==> src/rtl/serial_addsub.sv <==
// Bit-serial adder/subtractor: operands shift out LSB-first, one sum bit per clock,
// with a start/busy/done handshake to a parallel host.
module serial_addsub #(
  parameter int WIDTH = 8
) (
  input  logic             clk,
  input  logic             reset,
  input  logic             start,
  input  logic             sub,
  input  logic [WIDTH-1:0] a,
  input  logic [WIDTH-1:0] b,
  output logic             busy,
  output logic             done,
  output logic [WIDTH-1:0] result,
  output logic             cout,
  output logic             ovf
);

  localparam int CW = $clog2(WIDTH) + 1;

  typedef enum logic [1:0] {IDLE, RUN, DONE} state_t;

  state_t           state_q;
  logic [WIDTH-1:0] opa_q, opb_q, acc_q, result_q;
  logic [CW-1:0]    count_q;
  logic             carry_q, busy_q, done_q, cout_q, ovf_q;

  // Bit cell: two half adders (XOR sum, NAND-pair carry) plus OR.
  logic s1, c1_n, c1, s, c2_n, c2, c;
  assign s1   = opa_q[0] ^ opb_q[0];
  assign c1_n = ~(opa_q[0] & opb_q[0]);
  assign c1   = ~(c1_n & c1_n);
  assign s    = s1 ^ carry_q;
  assign c2_n = ~(s1 & carry_q);
  assign c2   = ~(c2_n & c2_n);
  assign c    = c1 | c2;

  logic [WIDTH-1:0] acc_d;
  logic             last;
  assign acc_d = {s, acc_q[WIDTH-1:1]};
  assign last  = (count_q == CW'(WIDTH - 1));

  always_ff @(posedge clk or posedge reset) begin
    if (reset) begin
      state_q  <= IDLE;
      opa_q    <= '0;
      opb_q    <= '0;
      acc_q    <= '0;
      result_q <= '0;
      count_q  <= '0;
      carry_q  <= 1'b0;
      busy_q   <= 1'b0;
      done_q   <= 1'b0;
      cout_q   <= 1'b0;
      ovf_q    <= 1'b0;
    end else begin
      case (state_q)
        RUN: begin
          acc_q   <= acc_d;
          opa_q   <= opa_q >> 1;
          opb_q   <= opb_q >> 1;
          carry_q <= c;
          count_q <= count_q + 1'b1;
          // carry_q here is the carry into the MSB, so overflow is its XOR with carry out
          if (last) begin
            result_q <= acc_d;
            cout_q   <= c;
            ovf_q    <= carry_q ^ c;
            busy_q   <= 1'b0;
            done_q   <= 1'b1;
            state_q  <= DONE;
          end
        end
        default: begin
          done_q <= 1'b0;
          if (start) begin
            opa_q   <= a;
            opb_q   <= sub ? ~b : b;
            carry_q <= sub;
            count_q <= '0;
            busy_q  <= 1'b1;
            state_q <= RUN;
          end else begin
            state_q <= IDLE;
          end
        end
      endcase
    end
  end

  assign busy   = busy_q;
  assign done   = done_q;
  assign result = result_q;
  assign cout   = cout_q;
  assign ovf    = ovf_q;

endmodule

==> config.mk <==
export PLATFORM = sky130hd
export DESIGN_NAME = serial_addsub
export DESIGN_NICKNAME = d
export VERILOG_FILES = /design/src/rtl/serial_addsub.sv
export SDC_FILE = /design/constraint.sdc
export NUM_CORES = 1
export LEC_CHECK = 0
export ABC_CLOCK_PERIOD_IN_PS = 1800
export BUFFER_PORTS_ARGS = -buffer_cell sky130_fd_sc_hd__buf_4
export CORE_ASPECT_RATIO = 0.8
export CORE_MARGIN = 4
export CORE_UTILIZATION = 40
export DETAILED_ROUTE_END_ITERATION = 6
export PLACE_DENSITY = 0.68
export SLEW_MARGIN = 20
export SYNTH_ARGS = -nofsm -noshare
export SYNTH_HDL_FRONTEND = slang
export SYNTH_SLANG_ARGS = --single-unit
==> constraint.sdc <==
create_clock -name clk -period 1.8 [get_ports clk]
set_input_delay 0.36 -clock clk [delete_from_list [all_inputs] [get_ports clk]]
set_output_delay 0.36 -clock clk [all_outputs]
set_load 0.05 [all_outputs]
# Word-level counts from Yosys, hierarchy flattened
# Cells that the tools add are included.
[classes]
add_sub_neg = 1
eq_ne = 3
n_mux = 17
bitwise_logic = 7
reduce_logical = 3
[op_table]
columns = ["cell", "n"]
rows = [
  ["8-bit 2-to-1 mux", 5],
  ["1-bit 2-to-1 mux", 8],
  ["4-bit 2-to-1 mux", 2],
  ["8-bit inverter", 1],
  ["4-bit by 1-bit adder with 4-bit output, second input constant", 1],
  ["4-bit by 3-bit == test with 1-bit output, second input constant", 1],
  ["2-bit 2-to-1 mux", 2],
  ["2-bit AND reduction", 2],
  ["1-bit bitwise XOR", 3],
  ["1-bit bitwise AND", 2],
  ["2-bit by 1-bit == test with 1-bit output, second input constant", 1],
  ["2-bit inequality test, second input constant", 1],
  ["2-bit nonzero test", 1],
  ["1-bit bitwise OR", 1],
]
[totals]
ff_bits = 43
input_bits = 20
output_inout_bits = 12

# Logic depth before layout (Yosys ltp)
[logic_depth]
depth_word = 4
ltp_mapped = 5
ltp_nobuf = 4

# Worst setup path after synthesis
# Ideal clock, no wire load.
[synth_path]
path_type = "reg2reg"
startpoint = "register state_q[1]"
endpoint = "register cout_q, in the netlist cout"
setup_time_ns = 0.125
arrival_ns = 1.494
required_ns = 1.675
setup_slack_ns = 0.181
stages_incl_launch_ff = 5
path_buffers = 1
period_less_slack_ns = 1.619
cell_sequence = "dfrtp_1 nand2b_4 nor3_4 buf_6 mux2_2"
[synth_via]
elab_chain_cells = 2
[synth_rtl]
columns = ["item", "line", "rtl"]
rows = [
  ["start, declared", "23", "state_t state_q;"],
  ["start signal, assigned", "45", "state_q <= IDLE;"],
  ["start signal, assigned", "71", "state_q <= DONE;"],
  ["start signal, assigned", "82", "state_q <= RUN;"],
  ["2-bit by 1-bit == test with 1-bit output", "57", "case (state_q)"],
  ["2-bit AND reduction (no line)", "--", ""],
  ["end signal, assigned", "54", "cout_q <= 1'b0;"],
  ["end signal, assigned", "67", "cout_q <= c;"],
  ["end, declared", "26", "logic carry_q, busy_q, done_q, cout_q, ovf_q;"],
]
# Every way passes these cells.
# A chain may end at the register's enable or synchronous reset.

# Worst setup path in the final report
[layout_path]
startpoint = "register count_q[0]"
endpoint = "register result_q[1], in the netlist result[1]"
[layout_via]
elab_chain_cells = 2
[layout_rtl]
columns = ["item", "line", "rtl"]
rows = [
  ["start, declared", "25", "logic [CW-1:0] count_q;"],
  ["start signal, assigned", "63", "count_q <= count_q + 1'b1;"],
  ["4-bit by 3-bit == test with 1-bit output", "41", "assign last = (count_q == CW'(WIDTH - 1));"],
  ["2-bit AND reduction (no line)", "--", ""],
  ["end signal, assigned", "49", "result_q <= '0;"],
  ["end signal, assigned", "66", "result_q <= acc_d;"],
  ["end, declared", "24", "logic [WIDTH-1:0] opa_q, opb_q, acc_q, result_q;"],
]
# Every way passes these cells.

==> Implementation_results.wiki <==
{| class="wikitable"
! Metric !! Value
|-
| Later-pin clock latency in the skew report || 290 ps
|-
| Count of nets after finishing || 215
|-
| DRT Pass-1 Iters || 4
|-
| Register Area || 1030 sq um
|-
| Final Skew || 9.38 ps
|-
| Tot GR Track Use || 0.126
|-
| Pins Over Slew Limit || 0
|-
| Number of buffers inserted by hold repair at cts || 0
|-
| Synth warnings || 0
|-
| Setup TNS || 0 ps
|-
| Number of setup violations in the final report || 0
|-
| Cell-by-cell trace of the critical path || ha_1 > nand2_1 > nor3_4 > buf_4 > mux2_2
|-
| Max cap viols || 0
|-
| Number of hold-slack violations in the final timing report || 0
|-
| Combined area of all synthesized cells || 1840 sq um
|-
| Max Root-Sink Buffers || 2
|-
| Adder-Cell Fraction of Synth Area || 0.0177
|-
| Flip-flop and latch count after synthesis || 41
|-
| Synth Net Count || 184
|-
| Count of unique library cells instantiated by Yosys || 25
|-
| Highest attainable clock frequency || 643 MHz
|-
| Sum of buffers and inverters on the critical path || 1
|-
| Standard cell area after detailed placement || 2120 sq um
|-
| Count of antenna diodes in the layout || 0
|-
| Fraction of the yosys area taken by sequential cells || 0.559
|-
| Headroom to the max-slew limit || 0.669
|-
| Fraction of power consumed by sequential logic || 0.424
|-
| CP arrival || 1730 ps
|-
| Global route overflow || 0
|-
| Max stage delay on crit path || 420 ps
|-
| IO Port Bufs || 31
|-
| Worst-path cell with the longest stage delay || sky130_fd_sc_hd__dfrtp_1
|-
| Pwr per Cell Area || 1670 nW/um^2
|-
| Unrepaired setup endpoints after global routing || false
|-
| Number of instances in the synthesized netlist || 162
|-
| Root Driver || sky130_fd_sc_hd__clkbuf_8
|-
| Required time at the endpoint of the critical path || 1980 ps
|-
| Number of global-route vias before repair || 1207
|-
| Transition at the pin with the smallest max-transition slack || 497 ps
|-
| Largest family of logic cells by synthesized area || multiplexers
|-
| Vertical die dimension || 68.6 microns
|-
| Average detailed-routed wire length per instance || 13.7 microns
|-
| Global-route wire length before repair || 5580 microns
|-
| Number of DRC markers after the initial detailed-route iteration || 100
|-
| Number of setup buffers added after CTS || 0
|-
| Number of CTS-inserted buffers || 5
|-
| Initial antenna violation count || 0
|-
| Switching share of total power || 0.414
|-
| Ratio of routed vias to standard cells || 4.88
|-
| Internal power contribution || 2.15 mW
|-
| Area delta synth->final || 20.0%
|-
| Total area of multi-input combinational cells || 748 sq um
|-
| DRC errors left || 0
|-
| Final period utilization || 0.864
|-
| Status || complete, no violations
|-
| Die area || 5740 sq um
|-
| Switching power total || 1.52 mW
|-
| Leakage dissipation || 1.09 nW
|-
| Total detailed-routing wirelength || 3430 microns
|-
| Synth Area in Compound Gates || 0.0586
|-
| HPWL reported at the end of detailed placement || 2470 microns
|-
| Total number of vias || 1226
|-
| Standard-cell row count || 21
|-
| Mean Syn Cell Area || 11.3 sq um
|-
| Largest net degree at the start of global routing || 42
|-
| Fill cell count || 392
|-
| Worst Setup End Kind || register
|-
| Delay-heaviest family, CP || flip-flops
|-
| Synth Area in Simple Gates || 0.123
|-
| Fraction of layout instances using a drive strength above 1 || 0.289
|-
| TritonCTS Sinks || 41
|-
| Routability congestion estimate || 0.732
|-
| Critical path fanouts, max || 13
|-
| Final worst setup slack || 244 ps
|-
| Class of the most critical setup path || reg -> reg
|-
| CTS tree || built
|-
| Final cell utilization of the core || 0.511
|-
| CTS H-tree depth || 2
|-
| Horizontal die dimension || 83.7 microns
|-
| Starting density of the core || 0.426
|-
| Type of the worst min-delay path || in -> async
|-
| Maximum ir drop on the vdd rail || 0.000729 V
|-
| XOR/XNOR Fraction of Synth Area || 0.0429
|-
| Area of all placed cells without fillers || 2200 sq um
|-
| I/O pins || 32
|-
| Core area || 4310 sq um
|-
| Part of the total power dissipated in combinational logic || 0.419
|-
| Kind of start point of the critical path || register
|-
| Clock-pin slew on the worst setup and hold paths || 80 ps
|-
| Mux cell area share after synthesis || 0.166
|-
| Setup WS pre-CTS || 265 ps
|-
| Clock period minus final worst setup slack || 1560 ps
|-
| Clock power frac || 0.157
|-
| Number of resized instances in the post-cts repair step || 0
|-
| DRT antenna net count || 0
|}
-- metrics by stage --
stage               hold WS (ps)  power [mW]  instances
detailed placement           471        3.14        243
floorplan                    440        2.67        162
finish                       187        3.68        251
CTS                          192        3.73        251
global route                 236        3.92        251
global placement             455        3.05        243
-- metal layers --
metal | global-route usage | up-vias | wire length, microns
met3 | 0.0297 | 6 | 94
met4 | 0.0602 | 0 | 67
met1 | 0.151 | 605 | 1510
met5 | 0 | - | 0
met2 | 0.221 | 16 | 1760
li1 | - | 599 | -
-- flip-flops by register name, summed over array words and instances, names as in the netlist --
register	count
count_q	4
ovf	1
cout	1
result	8
carry_q	1
opb_q	8
state_q	2
opa_q	8
acc_q	7
busy	1
-- worst register-to-register path: stages, from the launching register on --
cell and delay (ps):
sky130_fd_sc_hd__dfrtp_1 420, sky130_fd_sc_hd__ha_1 210, sky130_fd_sc_hd__nand2_1 100, sky130_fd_sc_hd__nor3_4 120
sky130_fd_sc_hd__buf_4 230, sky130_fd_sc_hd__mux2_2 370
-- worst paths after layout --
check                      startpoint   endpoint  slack, ps  cells after the start
hold reg to reg              opa_q[5]   opa_q[4]        490                      2
hold / removal                  reset       cout        190                      3
setup / recovery           count_q[0]  result[1]        240                      5
min in group clk                 a[7]   opa_q[7]        340                      3
setup reg to reg           count_q[0]  result[1]        240                      5
max in group asynchronous       reset  result[1]       1270                      3
-- cell usage in the layout (no fill, tap or decap), types with 2 or more instances in the layout --
cell / n
sky130_fd_sc_hd__xor2_1: 8
sky130_fd_sc_hd__nand2_1: 40
sky130_fd_sc_hd__clkinv_2: 2
sky130_fd_sc_hd__dfrtp_1: 41
sky130_fd_sc_hd__o21ai_0: 16
sky130_fd_sc_hd__buf_4: 33
sky130_fd_sc_hd__clkbuf_8: 5
sky130_fd_sc_hd__nand2b_1: 2
sky130_fd_sc_hd__mux2_2: 11
sky130_fd_sc_hd__mux2i_1: 18
sky130_fd_sc_hd__nor2_1: 3
-- cells in the mapped netlist --
cell type / n / share of area
sky130_fd_sc_hd__dfrtp_1: 41 / 0.56
sky130_fd_sc_hd__a211oi_1: 1 / 0.0041
sky130_fd_sc_hd__buf_4: 1 / 0.0041
sky130_fd_sc_hd__clkbuf_1: 1 / 0.0020
sky130_fd_sc_hd__nand2_1: 40 / 0.082
sky130_fd_sc_hd__nand3_1: 1 / 0.0027
sky130_fd_sc_hd__a31oi_1: 1 / 0.0034
sky130_fd_sc_hd__nor3_4: 1 / 0.0089
sky130_fd_sc_hd__and2b_2: 1 / 0.0048
sky130_fd_sc_hd__buf_6: 1 / 0.0061
sky130_fd_sc_hd__and2b_1: 1 / 0.0041
sky130_fd_sc_hd__xnor2_1: 1 / 0.0048
sky130_fd_sc_hd__nand2b_1: 2 / 0.0068
sky130_fd_sc_hd__o21ai_0: 16 / 0.044
sky130_fd_sc_hd__a21oi_1: 1 / 0.0027
sky130_fd_sc_hd__fa_1: 1 / 0.011
sky130_fd_sc_hd__ha_1: 1 / 0.0068
sky130_fd_sc_hd__mux2i_1: 18 / 0.098
sky130_fd_sc_hd__mux2_2: 11 / 0.067
sky130_fd_sc_hd__nand2b_4: 1 / 0.0075
sky130_fd_sc_hd__nor2_1: 3 / 0.0061
sky130_fd_sc_hd__buf_2: 7 / 0.019
sky130_fd_sc_hd__inv_1: 1 / 0.0020
sky130_fd_sc_hd__a41oi_1: 1 / 0.0048
sky130_fd_sc_hd__xor2_1: 8 / 0.038
-- power groups by stage --
stage                     Clock [mW]  Combinational [mW]  Sequential [mW]
after floorplan                    0               0.724             1.94
after CTS                      0.602                1.56             1.56
after detailed placement           0                1.56             1.58
after global placement             0                1.50             1.55
final                          0.578                1.54             1.56
after global routing           0.638                1.68             1.61
-- layout make-up --
type                            instances  area share
Clock inverter                          3     0.00795
Timing Repair Buffer                   34       0.122
Clock buffer                            5      0.0312
Inverter                                1     0.00170
Tap cell                               57      0.0324
Multi-Input combinational cell        110       0.340
Sequential cell                        41       0.466
-- kinds of logic after synthesis --
| family | count (synthesis) |
|---|---|
| fa+ha+maj | 2 |
| buf+inv | 11 |
| xor+xnor | 9 |
| compound gates | 20 |
| mux | 29 |
| simple gates | 50 |
| flops | 41 |
No activity file was read; power rests on OpenSTA's default activity.
